File: config.mk
export PLATFORM = sky130hd
export DESIGN_NAME = wbmem_loader
export DESIGN_NICKNAME = d
export VERILOG_FILES = /design/src/rtl/wbmem_pkg.sv /design/src/rtl/wbmem_addr_gen.sv /design/src/rtl/wbmem_loader.sv
export SDC_FILE = /design/constraint.sdc
export NUM_CORES = 1
export LEC_CHECK = 0
export BUFFER_PORTS_ARGS = -buffer_cell sky130_fd_sc_hd__buf_4
export CAP_MARGIN = 20
export CORE_MARGIN = 4
export CORE_UTILIZATION = 45
export DETAILED_ROUTE_END_ITERATION = 6
export GPL_ROUTABILITY_DRIVEN = 0
export PLACE_DENSITY = 0.75
export SLEW_MARGIN = 20
export SYNTH_ARGS = -nofsm -noshare
export SYNTH_HDL_FRONTEND = slang
export SYNTH_SLANG_ARGS = --single-unit
File: constraint.sdc
create_clock -name clk -period 1.97 [get_ports clk]
set_input_delay 0.197 -clock clk [delete_from_list [all_inputs] [get_ports clk]]
set_output_delay 0.197 -clock clk [all_outputs]
set_load 0.05 [all_outputs]
File: src/rtl/wbmem_pkg.sv
// wbmem_pkg: shared constants and state encoding for the weights-memory loader.
//   N_HID/N_OUT  : layer-1 / layer-2 bank counts (42 banks in total)
//   DEPTH1/2     : words per bank in each layer (weights + bias)
//   TOTAL_WORDS  : stream length of one complete weight set
package wbmem_pkg;

    localparam int N_HID       = 32;
    localparam int N_OUT       = 10;
    localparam int DEPTH1      = 785;
    localparam int DEPTH2      = 33;
    localparam int N_BANKS     = N_HID + N_OUT;
    localparam int TOTAL_WORDS = N_HID * DEPTH1 + N_OUT * DEPTH2;
    localparam int AW          = 10;
    localparam int DW          = 32;
    localparam int BANK_W      = 6;

    typedef enum logic [2:0] {
        IDLE,
        L1,
        L2,
        CSUM,
        DONE
    } ld_state_e;

endpackage

File: src/rtl/wbmem_addr_gen.sv
// wbmem_addr_gen: bank/word-address counter pair for the weight loader.
//   load_i/load_bank_i : restart at (load_bank_i, addr 0); wins over step_i
//   step_i             : advance one word; addr wraps at limit_i and bumps bank
//   limit_i            : last word address of a bank in the current layer
//   bank_last_i        : last bank of the current layer
//   bank_o/addr_o      : current position
//   last_o             : current position is the final word of the layer
module wbmem_addr_gen #(
    parameter int AW = 10,
    parameter int BW = 6
) (
    input  logic          clk,
    input  logic          reset,
    input  logic          load_i,
    input  logic [BW-1:0] load_bank_i,
    input  logic          step_i,
    input  logic [AW-1:0] limit_i,
    input  logic [BW-1:0] bank_last_i,
    output logic [BW-1:0] bank_o,
    output logic [AW-1:0] addr_o,
    output logic          last_o
);

    logic [BW-1:0] bank_q, bank_d;
    logic [AW-1:0] addr_q, addr_d;
    logic          wrap;

    assign wrap   = (addr_q == limit_i);
    assign last_o = wrap && (bank_q == bank_last_i);
    assign bank_o = bank_q;
    assign addr_o = addr_q;

    always_comb begin
        bank_d = bank_q;
        addr_d = addr_q;
        if (load_i) begin
            bank_d = load_bank_i;
            addr_d = '0;
        end else if (step_i) begin
            if (wrap) begin
                addr_d = '0;
                bank_d = bank_q + 1'b1;
            end else begin
                addr_d = addr_q + 1'b1;
            end
        end
    end

    always_ff @(posedge clk) begin
        if (reset) begin
            bank_q <= '0;
            addr_q <= '0;
        end else begin
            bank_q <= bank_d;
            addr_q <= addr_d;
        end
    end

endmodule

File: src/rtl/wbmem_loader.sv
// wbmem_loader: turns the [W1|b1][W2|b2] word stream from the CPU bridge into
// single-cycle writes on the 42 weight-bank write ports (banks 0..31 layer 1,
// banks 32..41 layer 2), stream order bank-major within each layer.
//   start            : begin a load (only looked at in IDLE)
//   s_valid/s_data   : stream word; s_ready is high while a layer is loading
//   wr_en/wr_bank/wr_addr/wr_data : registered write, one cycle after handshake
//   busy/done/loaded : load in progress / completion pulse / weight set valid
// Optional build macro WBMEM_LOADER_CHECKSUM_EN: one extra stream word after
// the last weight is compared against a 32-bit wrap-around sum of all weight
// words; a mismatch leaves loaded=0 and raises csum_err.
module wbmem_loader #(
    parameter int N_HID  = wbmem_pkg::N_HID,
    parameter int N_OUT  = wbmem_pkg::N_OUT,
    parameter int DEPTH1 = wbmem_pkg::DEPTH1,
    parameter int DEPTH2 = wbmem_pkg::DEPTH2,
    parameter int AW     = wbmem_pkg::AW,
    parameter int DW     = wbmem_pkg::DW
) (
    input  logic          clk,
    input  logic          reset,
    input  logic          start,
    input  logic          s_valid,
    input  logic [DW-1:0] s_data,
    output logic          s_ready,
    output logic          wr_en,
    output logic [5:0]    wr_bank,
    output logic [AW-1:0] wr_addr,
    output logic [DW-1:0] wr_data,
    output logic          busy,
    output logic          done,
    output logic          loaded
`ifdef WBMEM_LOADER_CHECKSUM_EN
    ,
    output logic          csum_err
`endif
);
    import wbmem_pkg::*;

    ld_state_e     state_q;
    logic          in_layer, hs, wr_hs;
    logic          ag_load, ag_last;
    logic [5:0]    ag_bank, ag_load_bank, ag_bank_last;
    logic [AW-1:0] ag_addr, ag_limit;

    assign in_layer = (state_q == L1) || (state_q == L2);
`ifdef WBMEM_LOADER_CHECKSUM_EN
    logic [DW-1:0] sum_q;
    assign s_ready = in_layer || (state_q == CSUM);
`else
    assign s_ready = in_layer;
`endif
    assign hs    = s_valid && s_ready;
    // Only weight words reach the banks; a checksum word is consumed silently.
    assign wr_hs = hs && in_layer;

    // The counter is reloaded twice per load: at start (bank 0) and when the
    // last layer-1 word is taken (bank N_HID).
    assign ag_load      = ((state_q == IDLE) && start) || ((state_q == L1) && wr_hs && ag_last);
    assign ag_load_bank = (state_q == IDLE) ? 6'd0 : 6'(N_HID);
    assign ag_limit     = (state_q == L1) ? AW'(DEPTH1 - 1) : AW'(DEPTH2 - 1);
    assign ag_bank_last = (state_q == L1) ? 6'(N_HID - 1) : 6'(N_HID + N_OUT - 1);

    wbmem_addr_gen #(.AW(AW), .BW(6)) u_addr_gen (
        .clk        (clk),
        .reset      (reset),
        .load_i     (ag_load),
        .load_bank_i(ag_load_bank),
        .step_i     (wr_hs),
        .limit_i    (ag_limit),
        .bank_last_i(ag_bank_last),
        .bank_o     (ag_bank),
        .addr_o     (ag_addr),
        .last_o     (ag_last)
    );

    always_ff @(posedge clk) begin
        if (reset) begin
            state_q  <= IDLE;
            wr_en    <= 1'b0;
            wr_bank  <= '0;
            wr_addr  <= '0;
            wr_data  <= '0;
            busy     <= 1'b0;
            done     <= 1'b0;
            loaded   <= 1'b0;
`ifdef WBMEM_LOADER_CHECKSUM_EN
            sum_q    <= '0;
            csum_err <= 1'b0;
`endif
        end else begin
            wr_en <= wr_hs;
            done  <= 1'b0;
            if (wr_hs) begin
                wr_bank <= ag_bank;
                wr_addr <= ag_addr;
                wr_data <= s_data;
            end
`ifdef WBMEM_LOADER_CHECKSUM_EN
            if (wr_hs) sum_q <= sum_q + s_data;
`endif
            case (state_q)
                IDLE: if (start) begin
                    state_q <= L1;
                    busy    <= 1'b1;
                    loaded  <= 1'b0;
`ifdef WBMEM_LOADER_CHECKSUM_EN
                    sum_q    <= '0;
                    csum_err <= 1'b0;
`endif
                end
                L1: if (wr_hs && ag_last) state_q <= L2;
                L2: if (wr_hs && ag_last) begin
`ifdef WBMEM_LOADER_CHECKSUM_EN
                    state_q <= CSUM;
`else
                    state_q <= DONE;
                    done    <= 1'b1;
                    loaded  <= 1'b1;
                    busy    <= 1'b0;
`endif
                end
`ifdef WBMEM_LOADER_CHECKSUM_EN
                CSUM: if (hs) begin
                    state_q  <= DONE;
                    done     <= 1'b1;
                    busy     <= 1'b0;
                    loaded   <= (s_data == sum_q);
                    csum_err <= (s_data != sum_q);
                end
`endif
                DONE:    state_q <= IDLE;
                default: state_q <= IDLE;
            endcase
        end
    end

endmodule

Word-level counts from Yosys, hierarchy flattened
Cells that the tools add are included.
{"block": "classes", "add_sub_neg": 2, "n_eq_ne": 7, "muxes": 18, "bitwise_logic": 1, "reduce_logical": 18}
{"operator": "6-bit 2-to-1 mux", "count": 5}
{"operator": "10-bit 2-to-1 mux", "count": 2}
{"operator": "10-bit by 1-bit adder with 10-bit output (second input constant)", "count": 1}
{"operator": "10-bit == test", "count": 1}
{"operator": "3-bit 2-to-1 mux", "count": 3}
{"operator": "3-bit one-hot mux with 3 select lines", "count": 1}
{"operator": "1-bit logical AND", "count": 7}
{"operator": "6-bit by 1-bit adder with 6-bit output (second input constant)", "count": 1}
{"operator": "6-bit == test", "count": 1}
{"operator": "3-bit AND reduction", "count": 2}
{"operator": "2-bit nonzero test", "count": 3}
{"operator": "1-bit 2-to-1 mux", "count": 5}
{"operator": "2-bit by 1-bit != test with 1-bit output (second input constant)", "count": 2}
{"operator": "1-bit one-hot mux with 2 select lines", "count": 2}
{"operator": "2-bit OR reduction", "count": 2}
{"operator": "3-bit by 1-bit == test with 1-bit output (second input constant)", "count": 1}
{"operator": "3-bit by 2-bit == test with 1-bit output (second input constant)", "count": 1}
{"operator": "3-bit zero test", "count": 1}
{"operator": "1-bit logical OR", "count": 2}
{"operator": "2-bit != test (second input constant)", "count": 1}
{"operator": "2-bit AND reduction", "count": 1}
{"operator": "1-bit NOT", "count": 1}
{"block": "totals", "ff_bits": 71, "inputBits": 36, "out_inout_bits": 53, "elab_cells": 56}

Depth between registers and ports, before layout
Gate-level depths: netlist of run 1.
{"block": "depth", "ltp_word": 9, "mapped_depth": 7, "mapped_depth_nobuf": 6}

Cells and area by module
Synthesis of run 1 repeated with hierarchy kept, for this count alone.
{"block": "hier_totals", "hier_cells": 352, "hier_area_um2": 3473.3}
{"module": "wbmem_loader", "n_inst": 1, "cells_each": 240, "area_per_inst_um2": 2486.1}
{"module": "wbmem_addr_gen", "n_inst": 1, "cells_each": 112, "area_per_inst_um2": 987.2}

Worst setup path before layout of run 1
Ideal clock, no wire load.
{"block": "synth_path", "path_kind": "reg2reg", "startpoint": "register state_q[0]", "endpoint": "register u_addr_gen.bank_q[5], in the netlist u_addr_gen.bank_o[5]", "setup_ns": 0.134, "arrival_time_ns": 1.939, "t_required_ns": 1.836, "path_slack_ns": -0.103, "path_stages_with_launch": 8, "n_path_buf": 2, "path_cell_list": "dfxtp_1 -> or3b_1 -> buf_4 -> mux2i_1 -> or3_1 -> buf_2 -> o41ai_1 -> a21oi_1"}
{"block": "synth_via", "elab_chain_cells": 9}
{"element": "start, declared", "line_no": "wbmem_loader.sv:39", "text": "ld_state_e state_q;"}
{"element": "start signal, assigned", "line_no": "wbmem_loader.sv:78", "text": "state_q <= IDLE;"}
{"element": "start signal, assigned", "line_no": "wbmem_loader.sv:103", "text": "state_q <= L1;"}
{"element": "start signal, assigned", "line_no": "wbmem_loader.sv:111", "text": "L1: if (wr_hs && ag_last) state_q <= L2;"}
{"element": "parallel branches: the longest is 9 deep, another holds 10-bit 2-to-1 mux"}
{"element": "end signal, assigned", "line_no": "wbmem_addr_gen.sv:54", "text": "bank_q <= bank_d;"}
{"element": "end, declared", "line_no": "wbmem_addr_gen.sv:24", "text": "logic [BW-1:0] bank_q, bank_d;"}
Several ways; the timed one is not identified.
A chain may end at the register's enable or synchronous reset.

Worst setup path in the final report of run 1
{"block": "layout_path", "startpoint": "register state_q[2]", "endpoint": "register state_q[1]"}
{"block": "layout_via", "elab_chain_cells": 7}
{"element": "3-bit by 1-bit == test with 1-bit output or 3-bit by 2-bit == test with 1-bit output (tied branches)"}
{"element": "10-bit 2-to-1 mux, or another cell as far along", "line_no": "wbmem_loader.sv:60", "text": "assign ag_limit = (state_q == L1) ? AW'(DEPTH1 - 1) : AW'(DEPTH2 - 1);"}
{"element": "10-bit == test, or another cell as far along", "line_no": "wbmem_addr_gen.sv:28", "text": "assign wrap = (addr_q == limit_i);"}
{"element": "1-bit logical AND, on equally long branches", "line_no": "wbmem_addr_gen.sv:29, wbmem_loader.sv:54"}
{"element": "1-bit logical AND", "line_no": "wbmem_loader.sv:111, wbmem_loader.sv:112"}
{"element": "2-bit by 1-bit != test with 1-bit output (no source line)"}
{"element": "3-bit AND reduction (no source line)"}
Parallel ways exist; a longest one is shown, timed or not.

==> results.md, run 1 <==
* Via density at ~5.0
* Crit path max fanout at 4
* Count leader, synth: nand2_1
* Drt total wl at between 7 and 8 mm
* Synth Area in Compound Gates at about an eighth
* Seq/Total Area, Yosys at approximately half
* Post-synthesis mux area share at roughly 1.1%
* Metal3 WL at 466 µm
* Inst Count DP at between 500 and 600
* DRC violations left at 0
* Net Switching at 0.000842 W
* # clock sinks at between 70 and 80
* Maxcap violations at 0
* Clock Root Buffer: clkbuf_8
* Top Ports at 89
* Inserted Diodes at 0
* Post-synthesis simple-gate area fraction at around 26%
* Top cells by area, synth: dfxtp_1 (52%), nand2_1 (15%), a21oi_1 (10%), nor2_1 (2.3%), clkbuf_1 (2.0%)
* P_leak at about 1.6 nW
* Fin cells at 518
* Via count at ~2600
* Worst path arrival time at 2.18 ns
* Synth warn at 0
* CTS tree: built
* Initial antenna violation count at 0
* Core Footprint at 5920 µm²
* Initial Util at between 40% and 50%
* Post-layout nets at approximately 480
* Slew @ Worst Pin at ~0.34 ns
* Total power at 0.00305 W
* RSZ-0062 raised after global routing: true
* Async set-reset flop share out of synthesis at 0%
* Endpoint class of the critical path: flip-flop
* Top FF cell, synth: dfxtp_1
* CP max stage delay at roughly 0.4 ns
* Vias in the first global route at approximately 2400
* Worst setup margin at roughly 0.019 ns
* Pre-CTS WS at -0.0100 ns
* PwrDens at around 800 nW/µm²
* Row count at 28
* Global route overflow at 0
* Synth top area share at 51.5%
* TritonRoute pass-1 iters at 4
* CTS H-Tree Depth at 3
* Post-synth top area cell: dfxtp_1
* Final setup viols at 0
* Switching share of power at roughly 28%
* Worst setup SP type: flip-flop
* Hold WS at between 0.08 and 0.09 ns
* Die area at around 7400 µm²
* Synth Register Bits at 71
* Max Root-Sink Buffers at 2
* Syn nets at between 300 and 400
* Post-synth design cell area at about 2800 µm²
* First-pass GRT wire length at between 10 and 15 mm
* Hold WC Path Type: in -> reg
* Core Util, Final at 64.7%
* Slew Viols, Final at 0
* Int Power at between 0.002 and 0.0025 W
* Worst Path Buf+Inv at 1
* Clk Latency, worst-skew pair at 0.34 ns
* Worst-path clk slew at 0.08 ns
* CP required at about 2.2 ns
* Setup Skew at about 0.012 ns
* Area Growth Syn to Fin at 38.9%
* Antenna-violating nets left at 0
* Fin crit share at 99.0%
* Clk pwr share at a little over a third
* I/O Buffers at 88
* Setup Crit Path Kind: reg -> reg
* Post-Synth Adder-Cell Area at 1.36%
* CP Cell Sequence: or3b_4, buf_4, nor3_4, a21oi_1, and4bb_2, mux2_2
* Ratio of cells with drive above 1 in the final layout at 31.2%
* VDD IR max at 0.499 mV
* GRT Util Overall at between 10% and 20%
* Largest family of logic cells by synthesized area: simple AND/OR/NAND/NOR gates
* Syn Inst Count at roughly 340
* Fill cells at approximately 530
* Avg Cell Area, Syn at 8.07 µm²
* DRT iter0 DRCs at 100
* Routed met1 length at 2.95 mm
* Post-synth top cells: nand2_1 (110), dfxtp_1 (71), a21oi_1 (55), nor2_1 (17), clkbuf_1 (15)
* Post-CTS setup buffer count at 0
* Comb power frac at between 10% and 20%
* # hold bufs at CTS at 0
* Die width at between 80 and 90 µm
* CP delay by family, top: simple AND/OR/NAND/NOR gates
* Sequential share of power at about half
* Outcome: finished, final reports clean
* Die Ht at around 86 µm
* Cell variety after synth at 39
* Largest net degree at the start of global routing at 51
* EDFF count, synth at 0
* Dpl hpwl at ~5 mm
* Post-Synth XOR/XNOR Area at roughly 3.4%
* Slew headroom at 76.7%
* Drt wl/cell at roughly 14 µm
* CTS Buf Count at 9
* Hold Vio Cnt, Final at 0
* Met2 WL at about 3.6 mm
* Tmin final at about 2.0 ns
* Crit path max-delay cell type: or3b_4
* Uppermost layer routed: met4
* Max Fclk at between 0.5 and 0.6 GHz
cells by family after synthesis:
| group | after synthesis |
|---|---|
| AND/OR/NAND/NOR | 161 |
| flip-flops | 71 |
| AO/OA/AOI/OAI | 65 |
| buffers and inverters | 29 |
| XOR/XNOR | 10 |
| multiplexers | 3 |
| adder cells (fa/ha/maj) | 3 |
registers in the layout, indices dropped and copies added (netlist names):
name	count
wr_data	32
wr_bank	6
wr_addr	10
u_addr_gen.bank_o	6
done	1
busy	1
u_addr_gen.addr_o	10
wr_en	1
state_q	3
loaded	1
per-layer routing:
layer	global-route usage, %	vias up
met5	0	-
met4	7.93	0
met3	6.18	18
met2	31.6	79
met1	21.0	1193
li1	-	1321
layout by cell type, fill, tap and decap left out, drive strengths merged, types with 2 or more instances in the layout:
| cell type | netlist | layout |
|---|---|---|
| clkbuf | 15 | 10 |
| nand3 | 4 | 4 |
| o31ai | 2 | 2 |
| inv | 8 | 9 |
| a31oi | 2 | 2 |
| and2 | 3 | 3 |
| a21oi | 55 | 55 |
| dfxtp | 71 | 71 |
| buf | 6 | 106 |
| and3 | 2 | 2 |
| xor2 | 5 | 5 |
| xnor2 | 5 | 5 |
| mux2i | 2 | 2 |
| nor2 | 17 | 17 |
| nand4 | 4 | 4 |
| nor2b | 2 | 2 |
| nor4 | 6 | 6 |
| ha | 3 | 3 |
| or3 | 5 | 5 |
| nand2 | 111 | 111 |
| clkinv | 0 | 3 |
power groups by stage:
stage	registers [W]	logic, W	clock network, W
floorplan	0.00165	0.000143	0
global placement	0.00153	0.000426	0
detailed placement	0.00153	0.000430	0
CTS	0.00149	0.000431	0.00113
global route	0.00150	0.000473	0.00119
finish	0.00149	0.000444	0.00111
worst reg2reg max path, delay by kind of cell (launching register included):
kind,cells,cell delay (ns)
AO/OA/AOI/OAI,1,0.09
buffers and inverters,1,0.17
flip-flops,1,0.31
multiplexers,1,0.34
AND/OR/NAND/NOR,3,0.92
per-stage QoR:
step,TNS [ns],cell area (µm²)
3_3_place_gp,0,3590
5_1_grt,-0.0149,3830
6_report,0,3830
3_5_place_dp,-0.0100,3590
4_1_cts,0,3780
2_1_floorplan,-0.00344,2780
timing repair:
action | 4_1_cts | 5_1_grt
resized for setup | 2 | 5
gates cloned | 0 | 1
pin swaps | 0 | 1
setup endpoints to repair | 2 | 3
layout make-up:
class	instances	area [µm²]	share of cell area (%)
sequential	71	1420	37.2
tap	75	93.8	2.45
timing repair buffer	107	833	21.8
inverter	8	30.0	0.784
multi-input combinational	242	1260	33.0
clock inverter	6	61.3	1.60
clock buffer	9	124	3.23
path summary, 6_finish.rpt:
path	startpoint	endpoint	slack (ns)	cells after the start
worst min-delay path	s_data[20]	wr_data[20]	0.09	3
worst max-delay path	state_q[2]	state_q[1]	0.02	6
worst max register to register	state_q[2]	state_q[1]	0.02	6
worst min register to register	wr_addr[2]	wr_addr[2]	0.45	2
Note: power is estimated with default switching activity, not from simulation.
==> run 2, diff against run 1 <==
MAX_ROUTING_LAYER = met4   (was not set)
SETUP_SLACK_MARGIN = 0.5   (was not set)
==> run 2 against run 1 <==
Worst setup slack improved by 0.042 ns. Register-to-register slack gained 0.04 ns. Combinational power grew 14%. Non-clock buffer count rose by 14. Via count grew 5.2%. Final area up 7.7%. Sequential power about the same. Sequential share of layout area shrank 2.7 points. Core utilization increased by 5.0 points. Critical path depth is the same. Clock power barely moved. Clock-buffer cell count is the same. Critical path type unchanged. Critical endpoint unchanged. Largest cell class unchanged. Largest power group unchanged.
==> results.md, run 2 (synthesized netlist as in run 1, its figures left out) <==
* Outcome: finished, final reports clean (unchanged)
* Row count at 28 (unchanged)
* First-pass GRT wire length at 12.1 mm (was 10.9 mm)
* Min-delay src: s_data[7] (was s_data[20])
* Setup Crit Path Kind: reg -> reg (unchanged)
* Fill cells at 478 (was 533)
* Dpl cell area at 3660 µm² (was 3590 µm²)
* Worst Path Buf+Inv at 1 (unchanged)
* CP required at 2.20 ns (about the same)
* Max Fclk at 0.524 GHz (was 0.513 GHz)
* Drt total wl at 7.82 mm (was 7.16 mm)
* Worst-path clk slew at 0.08 ns (about the same)
* Maxcap violations at 0 (unchanged)
* Inst Count DP at 509 (was 502)
* Drt wl/cell at 14.7 µm (was 13.8 µm)
* Area Growth Syn to Fin at 49.6% (was 38.9%)
* GRT Util Overall at 20.9% (was 18.5%)
* Slew headroom at 68.7% (was 76.7%)
* Dpl hpwl at 4.96 mm (was 4.92 mm)
* Die width at 86.3 µm (unchanged)
* Final setup viols at 0 (unchanged)
* Top Ports at 89 (unchanged)
* Reg2Reg Capture Point: state_q[1] (unchanged)
* Commonest non-fill, non-tap cell in the layout: nand2_1 (unchanged)
* Vias in the first global route at 2594 (was 2416)
* CP max stage delay at 0.42 ns (was 0.40 ns)
* Endpoint class of the critical path: flip-flop (unchanged)
* DRT iter0 DRCs at 150 (was 100)
* Initial antenna violation count at 0 (unchanged)
* Hold Crit Endpoint: wr_data[7] (was wr_data[20])
* Max Root-Sink Buffers at 2 (unchanged)
* Clk Latency, worst-skew pair at 0.34 ns (about the same)
* Worst setup margin at 0.0613 ns (was 0.0193 ns)
* Hold Vio Cnt, Final at 0 (unchanged)
* Crit path max fanout at 3 (was 4)
* Largest Register: wr_data (unchanged)
* CP Cell Sequence: or3b_4, mux2i_4, buf_6, nor2_4, and4bb_2, mux2_2 (was or3b_4, buf_4, nor3_4, a21oi_1, and4bb_2, mux2_2)
* Tmin final at 1.91 ns (was 1.95 ns)
* Antenna-violating nets left at 0 (unchanged)
* CTS H-Tree Depth at 3 (unchanged)
* Setup Skew at 0.00795 ns (was 0.0124 ns)
* Slew Viols, Final at 0 (unchanged)
* Worst path arrival time at 2.13 ns (was 2.18 ns)
* Crit path launch: state_q[1] (was state_q[2])
* Fin cells at 532 (was 518)
* I/O Buffers at 88 (unchanged)
* CTS Buf Count at 9 (unchanged)
* Core Footprint at 5920 µm² (unchanged)
* R2r setup slk at 0.06 ns (was 0.02 ns)
* Via count at 2747 (was 2611)
* Hold WC Path Type: in -> reg (unchanged)
* TritonRoute pass-1 iters at 4 (unchanged)
* VDD IR max at 0.496 mV (was 0.499 mV)
* Pre-CTS WS at -0.0626 ns (was -0.0100 ns)
* Initial Util at 46.6% (unchanged)
* PwrDens at 757 nW/µm² (was 796 nW/µm²)
* Die area at 7450 µm² (unchanged)
* Reg-to-Reg Start: state_q[1] (was state_q[2])
* Min-Delay Path Depth at 3 (unchanged)
* Commonest non-fill, non-tap cells in the layout: nand2_1 (109), buf_4 (108), dfxtp_1 (69), a21oi_1 (47), nor2_1 (14) (was nand2_1 (110), buf_4 (105), dfxtp_1 (69), a21oi_1 (55), nor2_1 (17))
* # clock sinks at 71 (unchanged)
* Global route overflow at 0 (unchanged)
* DRC violations left at 0 (unchanged)
* Via density at 5.16 (was 5.04)
* Post-route cell area at 4130 µm² (was 3830 µm²)
* Total power at 0.00312 W (was 0.00305 W)
* Worst setup SP type: flip-flop (unchanged)
* Slew @ Worst Pin at 0.467 ns (was 0.345 ns)
* Die Ht at 86.3 µm (unchanged)
* Fin crit share at 96.9% (was 99.0%)
* # hold bufs at CTS at 0 (unchanged)
* Max reg flops at 32 (unchanged)
* Clock Root Buffer: clkbuf_8 (unchanged)
* Ratio of cells with drive above 1 in the final layout at 37.0% (was 31.2%)
* RSZ-0062 raised after global routing: true (unchanged)
* Worst r2r path cells at 6 (unchanged)
* Inserted Diodes at 0 (unchanged)
* P_leak at 1.69 nW (was 1.57 nW)
* CP delay by family, top: simple AND/OR/NAND/NOR gates (unchanged)
* Largest net degree at the start of global routing at 47 (was 51)
* Crit path max-delay cell type: or3b_4 (unchanged)
* Post-layout nets at 492 (was 478)
* CTS tree: built (unchanged)
[run 2: cell count changes in the layout (fill, tap and decap cells not counted), moves of 2 or more]
cell	delta
a21oi_1	-8
a21oi_2	+8
buf_6	+8
buf_4	+3
nor2_1	-3
nor2_2	+2
nor2b_1	-2
nor2b_2	+2
nor4_4	+2
[run 2: report_power, final]
part	internal, W	leakage (nW)	total [W]	switching, W
Combinational	0.000199	1.02	0.000504	0.000306
Sequential	0.00147	0.576	0.00149	0.0000200
Clock	0.000576	0.0953	0.00112	0.000549
Total	0.00225	1.69	0.00312	0.000875
[run 2: cell type report]
type | count | area [µm²] | area share (%)
inverter | 8 | 30.0 | 0.728
clock inverter | 6 | 61.3 | 1.49
sequential | 71 | 1420 | 34.5
tap | 75 | 93.8 | 2.27
timing repair buffer | 121 | 1020 | 24.7
clock buffer | 9 | 124 | 3.00
multi-input combinational | 242 | 1370 | 33.3
[run 2: per-layer routing]
| metal | vias up | global-route usage (%) | routed length [µm] | share of wire, % |
|---|---|---|---|---|
| met1 | 1284 | 25.5 | 3230 | 41 |
| met3 | 15 | 4.18 | 455 | 5.8 |
| met4 | 0 | 8.36 | 179 | 2.3 |
| li1 | 1353 | - | - | - |
| met5 | - | - | 0 | 0 |
| met2 | 95 | 34.2 | 3950 | 51 |
[run 2: through the flow]
stage / utilization, % / hold slack [ns] / TNS [ns]
after floorplan: - / 0.275 / 0
after global routing: 69.7 / 0.0893 / 0
after detailed placement: 61.7 / 0.447 / -0.0626
after global placement: 61.7 / 0.440 / 0
after CTS: 67.7 / 0.0921 / 0
final: 69.7 / 0.0966 / 0
[run 2: worst register-to-register path: stages, from the launching register on]
cell,delay [ns]
dfxtp_2,0.33
or3b_4,0.42
mux2i_4,0.20
buf_6,0.13
nor2_4,0.10
and4bb_2,0.27
mux2_2,0.34
[run 2: what timing repair did]
| action | CTS | global route |
|---|---|---|
| pin swaps | 7 | 9 |
| setup endpoints to repair | 70 | 68 |
| gates cloned | 2 | 1 |
| resized for setup | 18 | 21 |
| setup buffers | 3 | 2 |
[run 2: worst max-delay path by stage]
| stage | end | depth (start not counted) |
|---|---|---|
| CTS | state_q[1] | 6 |
| detailed placement | state_q[1] | 6 |
| finish | state_q[1] | 6 |
| global placement | state_q[1] | 6 |
| global route | u_addr_gen.bank_o[5] | 6 |
| floorplan | u_addr_gen.bank_o[4] | 7 |
==> run 3, diff against run 2 <==
CORE_UTILIZATION = 50   (was 45)
MAX_ROUTING_LAYER = not set   (was met4)
PLACE_DENSITY = 0.91   (was 0.75)
clock period = 1.9 ns   (was 1.97 ns; I/O delays follow)
==> run 3 against run 2 <==
The run now ends with negative setup slack left. Worst setup slack got worse by 0.56 ns. Sequential share of layout area down 6.5 points. Worst hold slack lost 0.017 ns. Largest power group unchanged. Critical endpoint is now u_addr_gen.bank_o[4]. Highest routed layer unchanged.
==> results.md, run 3 (synthesized netlist as in run 1, its figures left out) <==
* Hold Vio Cnt, Final at 0 (unchanged)
* Reg-to-Reg Start: u_addr_gen.addr_o[9] (was state_q[1])
* Slew Viols, Final at 0 (unchanged)
* CTS Buf Count at 9 (unchanged)
* Hold WC Path Type: in -> reg (unchanged)
* Vias in the first global route at 3361 (was 2594)
* Worst setup SP type: flip-flop (unchanged)
* Die width at 82.3 µm (was 86.3 µm)
* Drt wl/cell at 28.3 µm (was 14.7 µm)
* Initial Util at 52.7% (was 46.6%)
* PwrDens at 755 nW/µm² (was 757 nW/µm²)
* Via density at 6.63 (was 5.16)
* Worst setup margin at -0.500 ns (was 0.0613 ns)
* CTS H-Tree Depth at 3 (unchanged)
* Largest net degree at the start of global routing at 59 (was 47)
* Outcome: finished with violations (was finished, final reports clean)
* Worst-path clk slew at 0.09 ns (was 0.08 ns)
* Row count at 26 (was 28)
* Die area at 6770 µm² (was 7450 µm²)
* Antenna-violating nets left at 0 (unchanged)
* Max Fclk at 0.417 GHz (was 0.524 GHz)
* Fin Setup TNS at -2.60 ns (was 0 ns)
* DRC violations left at 0 (unchanged)
* Dpl hpwl at 5.03 mm (was 4.96 mm)
* Area Growth Syn to Fin at 84.2% (was 49.6%)
* Ratio of cells with drive above 1 in the final layout at 58.9% (was 37.0%)
* Fin crit share at 126% (was 96.9%)
* Min-delay src: s_data[27] (was s_data[7])
* Max reg flops at 32 (unchanged)
* Clock Root Buffer: clkbuf_8 (unchanged)
* Final setup viols at 34 (was 0)
* Initial antenna violation count at 0 (unchanged)
* Die Ht at 82.3 µm (was 86.3 µm)
* GRT Util Overall at 36.7% (was 20.9%)
* Clk Latency, worst-skew pair at 0.37 ns (was 0.34 ns)
* Failing checks: negative setup slack
* Inserted Diodes at 0 (unchanged)
* Max Root-Sink Buffers at 2 (unchanged)
* Largest Register: wr_data (unchanged)
* First-pass GRT wire length at 18.0 mm (was 12.1 mm)
* Drt total wl at 15.5 mm (was 7.82 mm)
* Setup Crit Path Kind: reg -> reg (unchanged)
* Worst path arrival time at 2.63 ns (was 2.13 ns)
* # clock sinks at 71 (unchanged)
* VDD IR max at 0.657 mV (was 0.496 mV)
* Slew @ Worst Pin at 0.926 ns (was 0.467 ns)
* Post-layout nets at 511 (was 492)
* Setup Skew at 0.0147 ns (was 0.00795 ns)
* TritonRoute pass-1 iters at 7 (was 4)
* RSZ-0062 raised after global routing: true (unchanged)
* Commonest non-fill, non-tap cells in the layout: buf_4 (107), dfxtp_1 (68), nand2_1 (62), nand2_4 (43), a21oi_2 (39) (was nand2_1 (109), buf_4 (108), dfxtp_1 (69), a21oi_1 (47), nor2_1 (14))
* Slew headroom at 38.3% (was 68.7%)
* Core Footprint at 5240 µm² (was 5920 µm²)
* Global route overflow at 0 (unchanged)
* P_leak at 2.33 nW (was 1.69 nW)
* CP required at 2.13 ns (was 2.20 ns)
* Maxcap violations at 0 (unchanged)
* Hold WS at 0.0795 ns (was 0.0966 ns)
* # hold bufs at CTS at 0 (unchanged)
* Via count at 3628 (was 2747)
* Top Ports at 89 (unchanged)
* Commonest non-fill, non-tap cell in the layout: buf_4 (was nand2_1)
* Crit path launch: u_addr_gen.addr_o[9] (was state_q[1])
* Tmin final at 2.40 ns (was 1.91 ns)
* CTS tree: built (unchanged)
* Crit path max fanout at 4 (was 3)
* Fill cells at 91 (was 478)
* Endpoint class of the critical path: flip-flop (unchanged)
* DRT iter0 DRCs at 383 (was 150)
* I/O Buffers at 88 (unchanged)
run 3: cell count changes in the layout (fill, tap and decap cells not counted), moves of 3 or more:
cell | previous run | this run
nand2_1 | 109 | 62
nand2_4 | 1 | 43
a21oi_1 | 47 | 13
a21oi_2 | 8 | 39
buf_6 | 8 | 18
buf_16 | 1 | 7
a21oi_4 | 0 | 3
buf_12 | 1 | 4
nand2_2 | 1 | 4
nor4_4 | 2 | 5
run 3: per-stage QoR:
step / total power (W) / instances / utilization (%) / setup WS, ns / instance area, µm²
after floorplan: 0.00187 / 342 / - / -0.0631 / 2810
after global placement: 0.00202 / 504 / 69.7 / -0.0499 / 3650
after detailed placement: 0.00203 / 504 / 69.7 / -0.108 / 3650
after CTS: 0.00361 / 544 / 91.3 / -0.0687 / 4780
after global routing: 0.00387 / 547 / 97.0 / -0.614 / 5080
final: 0.00384 / 547 / 97.0 / -0.500 / 5080
run 3: final cells by class:
cell class / count / area, µm² / area share, %
Timing Repair Buffer: 139 / 1320 / 26.0
Clock buffer: 11 / 151 / 2.98
Tap cell: 70 / 87.6 / 1.72
Clock inverter: 5 / 80.1 / 1.58
Sequential cell: 71 / 1430 / 28.0
Inverter: 8 / 30.0 / 0.591
Multi-Input combinational cell: 243 / 1980 / 39.0
run 3: path summary, 6_finish.rpt:
path                            slack, ns                    to  cells after the start
worst max-delay path                -0.50  u_addr_gen.bank_o[4]                      7
worst min-delay path                 0.08           wr_data[27]                      3
worst max register to register      -0.50  u_addr_gen.bank_o[4]                      7
worst min register to register       0.48           wr_data[26]                      2
run 3: power by group:
group	internal, W	leakage (nW)	switching (W)
clock network	0.000810	0.112	0.000671
registers	0.00153	0.576	0.0000324
logic	0.000317	1.64	0.000478
run 3: worst max-delay path, cell delays in order (launching register included):
cell and delay (ns):
dfxtp_1 0.39, nor3b_1 0.30, buf_4 0.23, mux2i_4 0.09, buf_6 0.13, or3_4 0.38
o21ai_0 0.62, a21oi_2 0.12
run 3: repair_timing:
action | 4_1_cts | 5_1_grt
gates resized for setup | 153 | 56
cloned | 8 | 0
buffers inserted | 16 | 3
endpoints found under the setup margin | 70 | 72
pin swaps | 29 | 21
run 3: metal layers:
layer  global-route usage (%)  vias to the layer above  wire (µm)
li1                         -                     1399          -
met1                     41.0                     1705       4940
met2                     63.5                      372       7010
met3                     8.89                      152       1910
met4                     20.3                        0       1610
met5                        0                        -          0
